File: src/rtl/load_store_unit.sv
// Load/store unit: turns byte-addressed RISC-V style loads and stores into word accesses
// on a backend with one-cycle read latency. Sub-word stores use read-modify-write.
// Optional build macro LSU_MISALIGN_CHECK_EN: reject misaligned halfword/word accesses
// with respError instead of forcing alignment.
module load_store_unit (
    input  logic        clock,
    input  logic        reset,
    input  logic        reqValid,
    output logic        reqReady,
    input  logic        reqWrite,
    input  logic [2:0]  reqFunct3,
    input  logic [31:0] reqAddress,
    input  logic [31:0] reqWriteData,
    output logic        respValid,
    output logic [31:0] respData,
    output logic        respError,
    output logic [29:0] backendAddress,
    output logic [31:0] backendDataIn,
    output logic        backendWriteEnable,
    input  logic [31:0] backendDataOut
);

    typedef enum logic [2:0] {
        StIdle,
        StRead,
        StMerge,
        StWrite,
        StResp
    } state_e;

    state_e      state_q;
    logic        ready_q;
    logic        resp_valid_q;
    logic        resp_error_q;
    logic        we_q;
    logic        write_q;
    logic [2:0]  funct3_q;
    logic [31:0] addr_q;
    logic [31:0] wdata_q;

    logic        req_illegal;
    logic        req_misaligned;
    logic        req_err;
    logic [7:0]  byte_v;
    logic [15:0] half_v;
    logic [31:0] load_data;
    logic [31:0] merged;

    // Decode whether an incoming request completes immediately with an error
    always_comb begin
        req_illegal = 1'b0;
        if (reqWrite) begin
            req_illegal = (reqFunct3 > 3'b010);
        end else begin
            req_illegal = (reqFunct3 == 3'b011) || (reqFunct3 == 3'b110) ||
                          (reqFunct3 == 3'b111);
        end
`ifdef LSU_MISALIGN_CHECK_EN
        req_misaligned = ((reqFunct3[1:0] == 2'b01) && reqAddress[0]) ||
                         ((reqFunct3[1:0] == 2'b10) && (reqAddress[1:0] != 2'b00));
`else
        req_misaligned = 1'b0;
`endif
        req_err = req_illegal || req_misaligned;
    end

    // Control FSM; all control outputs are registered alongside the state
    always_ff @(posedge clock) begin
        if (reset) begin
            state_q      <= StIdle;
            ready_q      <= 1'b1;
            resp_valid_q <= 1'b0;
            resp_error_q <= 1'b0;
            we_q         <= 1'b0;
            write_q      <= 1'b0;
            funct3_q     <= 3'b000;
            addr_q       <= 32'h0;
            wdata_q      <= 32'h0;
        end else begin
            ready_q      <= 1'b0;
            resp_valid_q <= 1'b0;
            resp_error_q <= 1'b0;
            we_q         <= 1'b0;
            unique case (state_q)
                StIdle: begin
                    if (reqValid) begin
                        write_q  <= reqWrite;
                        funct3_q <= reqFunct3;
                        addr_q   <= reqAddress;
                        wdata_q  <= reqWriteData;
                        if (req_err) begin
                            state_q      <= StResp;
                            resp_valid_q <= 1'b1;
                            resp_error_q <= 1'b1;
                        end else if (reqWrite && (reqFunct3 == 3'b010)) begin
                            state_q <= StWrite;
                            we_q    <= 1'b1;
                        end else begin
                            state_q <= StRead;
                        end
                    end else begin
                        ready_q <= 1'b1;
                    end
                end
                StRead: begin
                    if (write_q) begin
                        state_q <= StMerge;
                        we_q    <= 1'b1;
                    end else begin
                        state_q      <= StResp;
                        resp_valid_q <= 1'b1;
                    end
                end
                StMerge, StWrite: begin
                    state_q      <= StResp;
                    resp_valid_q <= 1'b1;
                end
                StResp: begin
                    state_q <= StIdle;
                    ready_q <= 1'b1;
                end
                default: begin
                    state_q <= StIdle;
                    ready_q <= 1'b1;
                end
            endcase
        end
    end

    // Lane selection on the returned word (halfword lane by address[1])
    always_comb begin
        case (addr_q[1:0])
            2'b00:   byte_v = backendDataOut[7:0];
            2'b01:   byte_v = backendDataOut[15:8];
            2'b10:   byte_v = backendDataOut[23:16];
            default: byte_v = backendDataOut[31:24];
        endcase
        half_v = addr_q[1] ? backendDataOut[31:16] : backendDataOut[15:0];
        case (funct3_q)
            3'b000:  load_data = {{24{byte_v[7]}}, byte_v};
            3'b001:  load_data = {{16{half_v[15]}}, half_v};
            3'b010:  load_data = backendDataOut;
            3'b100:  load_data = {24'h0, byte_v};
            3'b101:  load_data = {16'h0, half_v};
            default: load_data = 32'h0;
        endcase
    end

    // Read-modify-write: replace only the addressed byte/halfword of the old word
    always_comb begin
        merged = backendDataOut;
        if (funct3_q[1:0] == 2'b00) begin
            case (addr_q[1:0])
                2'b00:   merged[7:0]   = wdata_q[7:0];
                2'b01:   merged[15:8]  = wdata_q[7:0];
                2'b10:   merged[23:16] = wdata_q[7:0];
                default: merged[31:24] = wdata_q[7:0];
            endcase
        end else if (addr_q[1]) begin
            merged[31:16] = wdata_q[15:0];
        end else begin
            merged[15:0] = wdata_q[15:0];
        end
    end

    // Output drive; data paths follow the backend combinationally since read data
    // only arrives in the cycle it is consumed
    always_comb begin
        reqReady           = ready_q;
        respValid          = resp_valid_q;
        respError          = resp_error_q;
        respData           = (resp_valid_q && !resp_error_q && !write_q) ? load_data : 32'h0;
        backendAddress     = addr_q[31:2];
        backendWriteEnable = we_q;
        if (state_q == StWrite) begin
            backendDataIn = wdata_q;
        end else if (state_q == StMerge) begin
            backendDataIn = merged;
        end else begin
            backendDataIn = 32'h0;
        end
    end

endmodule

File: config.mk
export PLATFORM = sky130hd
export DESIGN_NAME = load_store_unit
export DESIGN_NICKNAME = d
export VERILOG_FILES = /design/src/rtl/load_store_unit.sv
export SDC_FILE = /design/constraint.sdc
export NUM_CORES = 1
export LEC_CHECK = 0
export CAP_MARGIN = 40
export CORE_MARGIN = 4
export CORE_UTILIZATION = 45
export CTS_CLUSTER_DIAMETER = 50
export DETAILED_ROUTE_END_ITERATION = 12
export PLACE_DENSITY_LB_ADDON = 0.1
export SETUP_SLACK_MARGIN = 0.02
export SLEW_MARGIN = 20
export SYNTH_ARGS = -nofsm -noshare
export SYNTH_HDL_FRONTEND = slang
export SYNTH_SLANG_ARGS = --single-unit
File: constraint.sdc
create_clock -name clock -period 4.9 [get_ports clock]
set_clock_uncertainty 0.15 [all_clocks]
set_input_delay 0.98 -clock clock [delete_from_list [all_inputs] [get_ports clock]]
set_output_delay 0.98 -clock clock [all_outputs]
set_load 0.02 [all_outputs]
After elaboration in Yosys (flattened, before gate mapping)
Cells that the tools add are included.

cells by class
  order comparisons = 1
  equal/unequal tests = 14
  muxes and demuxes = 30
  bitwise logic cells = 1
  reduce and logical (&&, ||, !) cells = 16

operators by type and width
  operator            count
  $pmux 32 s5         1
  $mux 32             4
  $mux 16             3
  $mux 8              4
  $pmux 8 s3          1
  $eq 3x2->1 const B  5
  $eq 3x3->1 const B  4
  $mux 1              9
  $mux 3              3
  $pmux 3 s3          1
  $eq 3x1->1 const B  2
  $logic_not 3->1     2
  $reduce_or 3->1     2
  $logic_not 2->1     2
  $pmux 1 s2          2
  $reduce_or 2->1     2
  $gt 3x2->1 const B  1
  $logic_and 1x1->1   3
  $pmux 1 s3          1
  $eq 2x1->1 const B  1
  $eq 2x2->1 const B  1
  $logic_not 1->1     2
  $logic_or 1x1->1    2
  $mux 2              1
  other kinds (3)     3

storage, ports and cells
  flip-flop bits (word level) = 75
  bits of input ports = 103

Logic depth before layout (Yosys ltp)
Gate-level depths: netlist (run 1).

  word-level depth = 7
  mapped depth = 7
  mapped depth without buffers = 3

Worst setup path after synthesis (run 1)
OpenSTA, ideal clock, no wires.

  path kind = input port to output port
  from = input backendDataOut[31]
  to = output respData[22]
  arrival = 1.995 ns
  setup slack = 1.775 ns
  stages = 5
  path buffers = 2
  cell sequence = mux2i_1 or3_1 clkbuf_1 buf_2 a31oi_2

between the ends
  word-level cells in the longest chain between the ends = 3
  elaborated cells on any way between the ends = 4
  classes of those cells = 4 x mux

RTL lines
  item                                          line      source
  from (decl)                                   20        input logic [31:0] backendDataOut
  $pmux 8 s3 / $mux 16 (equally long branches)  132, 138
  $pmux 32 s5 *                                 139       case (funct3_q)
  $mux 32 *                                     172       respData = (resp_valid_q && !resp_error_q && !write_q) ? load_data : 32'h0;
  to (decl)                                     15        output logic [31:0] respData,

Mark *: on every way between the ends. The rest lies on a longest branch, timed or not.

Final worst setup path (run 1)
  from = input backendDataOut[15]
  to = output respData[31]

The elaborated chain is that of the path after synthesis.

==> out/results.ini, run 1 <==
[synthesis]
ys_types=47
seq_area_frac_synth_pct=31.8
synth.area.top_cells=dfxtp_1 (32%), nand2_1 (16%), a21oi_1 (9.1%), mux2i_1 (5.1%), buf_4 (4.8%)
synthFlopType=dfxtp_1
synth_compound_area_share_pct=25.8
synthTopCellsByCount=nand2_1 (198), a21oi_1 (86), dfxtp_1 (75)
syn_area_per_cell_um2=7.39
synth.area.mux_share_pct=7.48
synthSimpleGateAreaFrac_pct=23.2
synth_top_area_share_pct=31.8
synth_xor_area_share_pct=0
synth_seq_cells=75
synth_area_um2=4720
ys_warn_count=0
synth_nets=741
synth-adder-area-share_pct=0
async_reset_ff_share_pct=0
synth_enable_flop_cells=0
yosysTopAreaCell=dfxtp_1
synth_top_family_by_area=compound AO/OA/AOI/OAI gates
netlist_instances=638
synth_most_common_cell=nand2_1

[timing]
final-max-slew-violation-count=0
layout_min_cycle_time_ns=4.49
fmax_mhz=223
grt_setup_unrepaired=false
hold_viol_final=0
report.final.setup_viol=0
finalCritPeriodShare_pct=91.7
slew_headroom_pct=44.9
tightest_slew_ns=0.824
finalSetupTns_ns=0

[cts]
clock_latency_ns=0.35
cts_buffer_depth=2
cts_sinks=75
ctsHoldBuffers=0
clockRootBuffer=clkbuf_8
htreeDepth=3
path_clk_slew_ns=0.07
cts_tree=built
ctsResizeCount=0
postCtsSetupRepairBufs=0
cts_buffers=9

[detailed_routing]
routed-via-count=5139
firstDrtPassIters=5
drt_wl_total_um=16800
vias_per_cell=5.63
detail_route.wl_per_cell_um=18.5
drt_first_iter_violations=391
final_antenna_net_count=0
drc=0

[floorplan]
die_w_um=110
start_util_pct=45.9
fp-row-count=37
io_pins=201
coreArea_um2=10300
die_h_um=110
design.die.area_um2=12200

[global_route]
overflow=0
grt_max_degree=44
grt_pass1_vias=4837
grt_usage_pct=26.7
grt_pass1_wl_um=25300
antenna_found_initial=0

[layout]
drive_gt1_share_pct=6.96
nFillCells=927
nets=874
final_cells=912
area_growth_pct=41.6
seq_area_um2=1500
diodes=0
multi_input_area_um2=2690

[placement]
gp_congestion=0.965
dpl.cell_count=896
io_buffers=200
dpl.hpwl_um=12700

[critical_path]
cp.required_ns=3.77
crit-reg2reg-launch=state_q[0]
crit_fanout=16
crit_start=backendDataOut[15]
cp-start-kind=input pin
critPathKind=in -> out
arrival_ns=3.36
cp-end-kind=output pin

[power]
p_total_w=0.00163
p_per_area_nw_per_um2=244
p_leak_nw=2.29
ir_worst_vdd_mv=0.208

[flow_run]
cap_violations=0

[run_status]
outcome=completed

[hold_path]
worstHoldStart=addr_q[11]
hp-class=reg -> reg

-- registers in the layout (all words and copies together) (netlist names), 3 cells and up --
signal and cells:
funct3_q 3, addr_q 32, state_q 3, wdata_q 32
-- power by group --
part,leakage [nW],internal [W],switching (W)
Clock,0.0947,0.000250,0.000220
Sequential,0.617,0.000652,0.0000443
Combinational,1.58,0.000220,0.000244
-- layer usage --
layer,up-vias,routed length (um),global-route usage (%)
met2,266,7780,43.7
li1,2460,-,-
met1,2366,6540,31.9
met5,-,0,0
met3,47,1910,8.10
met4,0,610,13.3
-- final cells by class --
| class | instances | area share [%] |
|---|---|---|
| Tap cell | 136 | 2.55 |
| Timing Repair Buffer | 213 | 31.4 |
| Clock inverter | 2 | 0.525 |
| Clock buffer | 14 | 2.29 |
| Sequential cell | 75 | 22.5 |
| Multi-Input combinational cell | 463 | 40.2 |
| Inverter | 9 | 0.506 |
-- cells by family (layout without fill, tap and decap cells) --
| kind of cell | count (synthesis) | count (layout) |
|---|---|---|
| simple gates | 249 | 249 |
| compound gates | 181 | 181 |
| buf+inv | 100 | 238 |
| flops | 75 | 75 |
| mux | 33 | 33 |
-- stage by stage --
step           cell area, um^2  setup slack [ns]  hold WS [ns]  utilization, %
6_report                  6680             0.409         0.302            65.0
5_1_grt                   6680             0.249         0.329            65.0
3_5_place_dp              6490             0.471         0.296            63.2
4_1_cts                   6680             0.439         0.306            65.0
2_1_floorplan             4720              1.77         0.287               -
3_3_place_gp              6480             0.513         0.291            63.1
-- final timing paths --
check        cells after the start      endpoint  slack, ns
min reg2reg                      2    addr_q[11]       0.30
max reg2reg                      4   wdata_q[25]       2.50
min                              2    addr_q[11]       0.30
max                              5  respData[31]       0.41
-- critical path, stage by stage --
cell and delay, ns:
clkdlybuf4s50_1 0.61, mux2i_1 0.16, or3_1 0.66, a31oi_1 0.29, clkdlybuf4s50_1 0.66
-- cells in the final DEF, fill, tap and decap left out, types with 9 or more instances in the layout --
master | netlist | final
a21oi_1 | 86 | 86
a31oi_2 | 9 | 9
buf_4 | 30 | 12
clkbuf_8 | 0 | 10
clkdlybuf4s50_1 | 0 | 199
dfxtp_1 | 75 | 74
inv_1 | 9 | 9
mux2i_1 | 24 | 24
nand2_1 | 198 | 198
o211ai_1 | 16 | 16
o21ai_0 | 17 | 17
No activity file was read; power rests on OpenSTA's default activity.
==> run 2: changes to the inputs <==
--- a/config.mk
+++ b/config.mk
@@ -6,10 +6,11 @@
 export NUM_CORES = 1
 export LEC_CHECK = 0
 export CAP_MARGIN = 40
-export CORE_MARGIN = 4
+export CORE_MARGIN = 8
 export CORE_UTILIZATION = 45
 export CTS_CLUSTER_DIAMETER = 50
 export DETAILED_ROUTE_END_ITERATION = 12
+export HOLD_SLACK_MARGIN = 0.05
 export PLACE_DENSITY_LB_ADDON = 0.1
 export SETUP_SLACK_MARGIN = 0.02
 export SLEW_MARGIN = 20
==> run 2 against run 1 <==
  * Worst hold slack improved by 0.0040 ns
  * Core utilization increased by 0.62 points
  * Non-clock buffer count unchanged
==> out/results.ini, run 2 (synthesized netlist as in run 1, its figures left out) <==
[cts]
cts_sinks=75  ; unchanged
path_clk_slew_ns=0.08  ; about the same
cts_buffers=9  ; unchanged
ctsHoldBuffers=0  ; unchanged
clockRootBuffer=clkbuf_8
cts_tree=built
cts_buffer_depth=2  ; unchanged
clock_latency_ns=0.34  ; about the same
postCtsSetupRepairBufs=0  ; unchanged
htreeDepth=3  ; unchanged
ctsResizeCount=0  ; unchanged

[critical_path]
cp.required_ns=3.77  ; about the same
cp-end-kind=output pin
crit_fanout=16  ; unchanged
critPathKind=in -> out
arrival_ns=3.29  ; -0.07 ns
cp-start-kind=input pin

[power]
p_leak_nw=2.31  ; +0.97%
p_int_w=0.00116  ; +3.5%
ir_worst_vdd_mv=0.284  ; +36%
seqPwrFrac_pct=41.4  ; -1.3 points
swShare_pct=30.9  ; -0.36 points
power_frac_clock_pct=30.7  ; +1.9 points
pwr-share-comb_pct=27.9  ; -0.6 points
power.switching_w=0.000518  ; +1.7%
p_total_w=0.00168  ; +2.9%
p_per_area_nw_per_um2=250  ; +2.4%

[placement]
dpl.hpwl_um=13400  ; +5.7%
dpl.cell_count=895  ; -0.11%
io_buffers=200  ; unchanged
gp_congestion=0.928  ; -3.7%

[floorplan]
coreArea_um2=10200  ; -0.45%
design.die.area_um2=14000  ; +15%
io_pins=201  ; unchanged
start_util_pct=46.1  ; +0.21 points
die_h_um=118  ; +7.2%
die_w_um=118  ; +7.2%
fp-row-count=37  ; unchanged

[timing]
slew_headroom_pct=48.4  ; +3.5 points
report.final.setup_viol=0  ; unchanged
holdWs_ns=0.306  ; +0.00403 ns
finalCritPeriodShare_pct=90.1  ; -1.5 points
finalSetupTns_ns=0  ; unchanged
fmax_mhz=226  ; +1.7%
layout_min_cycle_time_ns=4.42  ; -0.0752 ns
hold_viol_final=0  ; unchanged
tightest_slew_ns=0.772  ; -0.0516 ns
grt_setup_unrepaired=false
final-max-slew-violation-count=0  ; unchanged

[detailed_routing]
vias_per_cell=5.65  ; +0.25%
drt_wl_total_um=17500  ; +4.1%
routed-via-count=5152  ; +0.25%
firstDrtPassIters=5  ; unchanged
drc=0  ; unchanged
detail_route.wl_per_cell_um=19.2  ; +4.1%
final_antenna_net_count=0  ; unchanged
drt_first_iter_violations=444  ; +14%

[layout]
drive_gt1_share_pct=7.35  ; +0.39 points
final_cells=912  ; unchanged
final_cell_mix=clkdlybuf4s50_1 (199), nand2_1 (198), a21oi_1 (86)
area_growth_pct=42.3
post-route-util_pct=65.6  ; +0.62 points
nets=874  ; unchanged
mostFrequentLayoutCell=clkdlybuf4s50_1
diodes=0  ; unchanged
largestRegisters=addr_q: 32 flops, wdata_q: 32 flops

[global_route]
antenna_found_initial=0  ; unchanged
grt_max_degree=48  ; +9.1%
overflow=0  ; unchanged
grt_pass1_vias=4991  ; +3.2%
grt_usage_pct=24.0  ; -2.8 points
grt_pass1_wl_um=27400  ; +8.4%

[run_status]
outcome=completed

[flow_run]
cap_violations=0  ; unchanged

[hold_path]
hp-class=reg -> reg

run 2: final timing paths:
kind,from,endpoint,slack [ns],depth (start not counted)
worst min register to register,addr_q[20],addr_q[20],0.31,2
worst min-delay path,addr_q[20],addr_q[20],0.31,2
worst max register to register,state_q[0],addr_q[30],2.60,4
worst max-delay path,backendDataOut[15],respData[20],0.48,5
run 2: layer usage:
layer	wire length, um	global-route usage [%]	up-vias	share of wire [%]
met5	0	0	-	0
met4	556	10.0	0	3.2
met3	1750	7.85	45	10
met2	8180	39.2	264	47
met1	7050	28.4	2376	40
li1	-	-	2467	-
run 2: final cells by class:
type                    count  area, um^2
repair buffers            213        2110
well taps                 136         170
fillers                   902        3520
inverters                   9        33.8
clock inverters             6        87.6
clock buffers              10         128
flip-flops and latches     75        1500
multi-input cells         463        2680
run 2: through the flow:
step           cell area, um^2  worst slack [ns]
6_report                  6710             0.484
3_5_place_dp              6480             0.516
5_1_grt                   6710             0.390
4_1_cts                   6690             0.510
2_1_floorplan             4720              1.77
3_3_place_gp              6470             0.590
run 2: power groups by stage:
stage / logic, W / clock network, W / registers, W
after floorplan: 0.000294 / 0 / 0.000687
after global placement: 0.000456 / 0 / 0.000705
after detailed placement: 0.000462 / 0 / 0.000707
after CTS: 0.000465 / 0.000526 / 0.000693
after global routing: 0.000504 / 0.000555 / 0.000699
final: 0.000468 / 0.000515 / 0.000694
run 2: critical path, cell delays in order:
cell,delay [ns]
clkdlybuf4s50_1,0.59
mux2i_1,0.15
or3_1,0.64
a31oi_1,0.27
clkdlybuf4s50_1,0.65
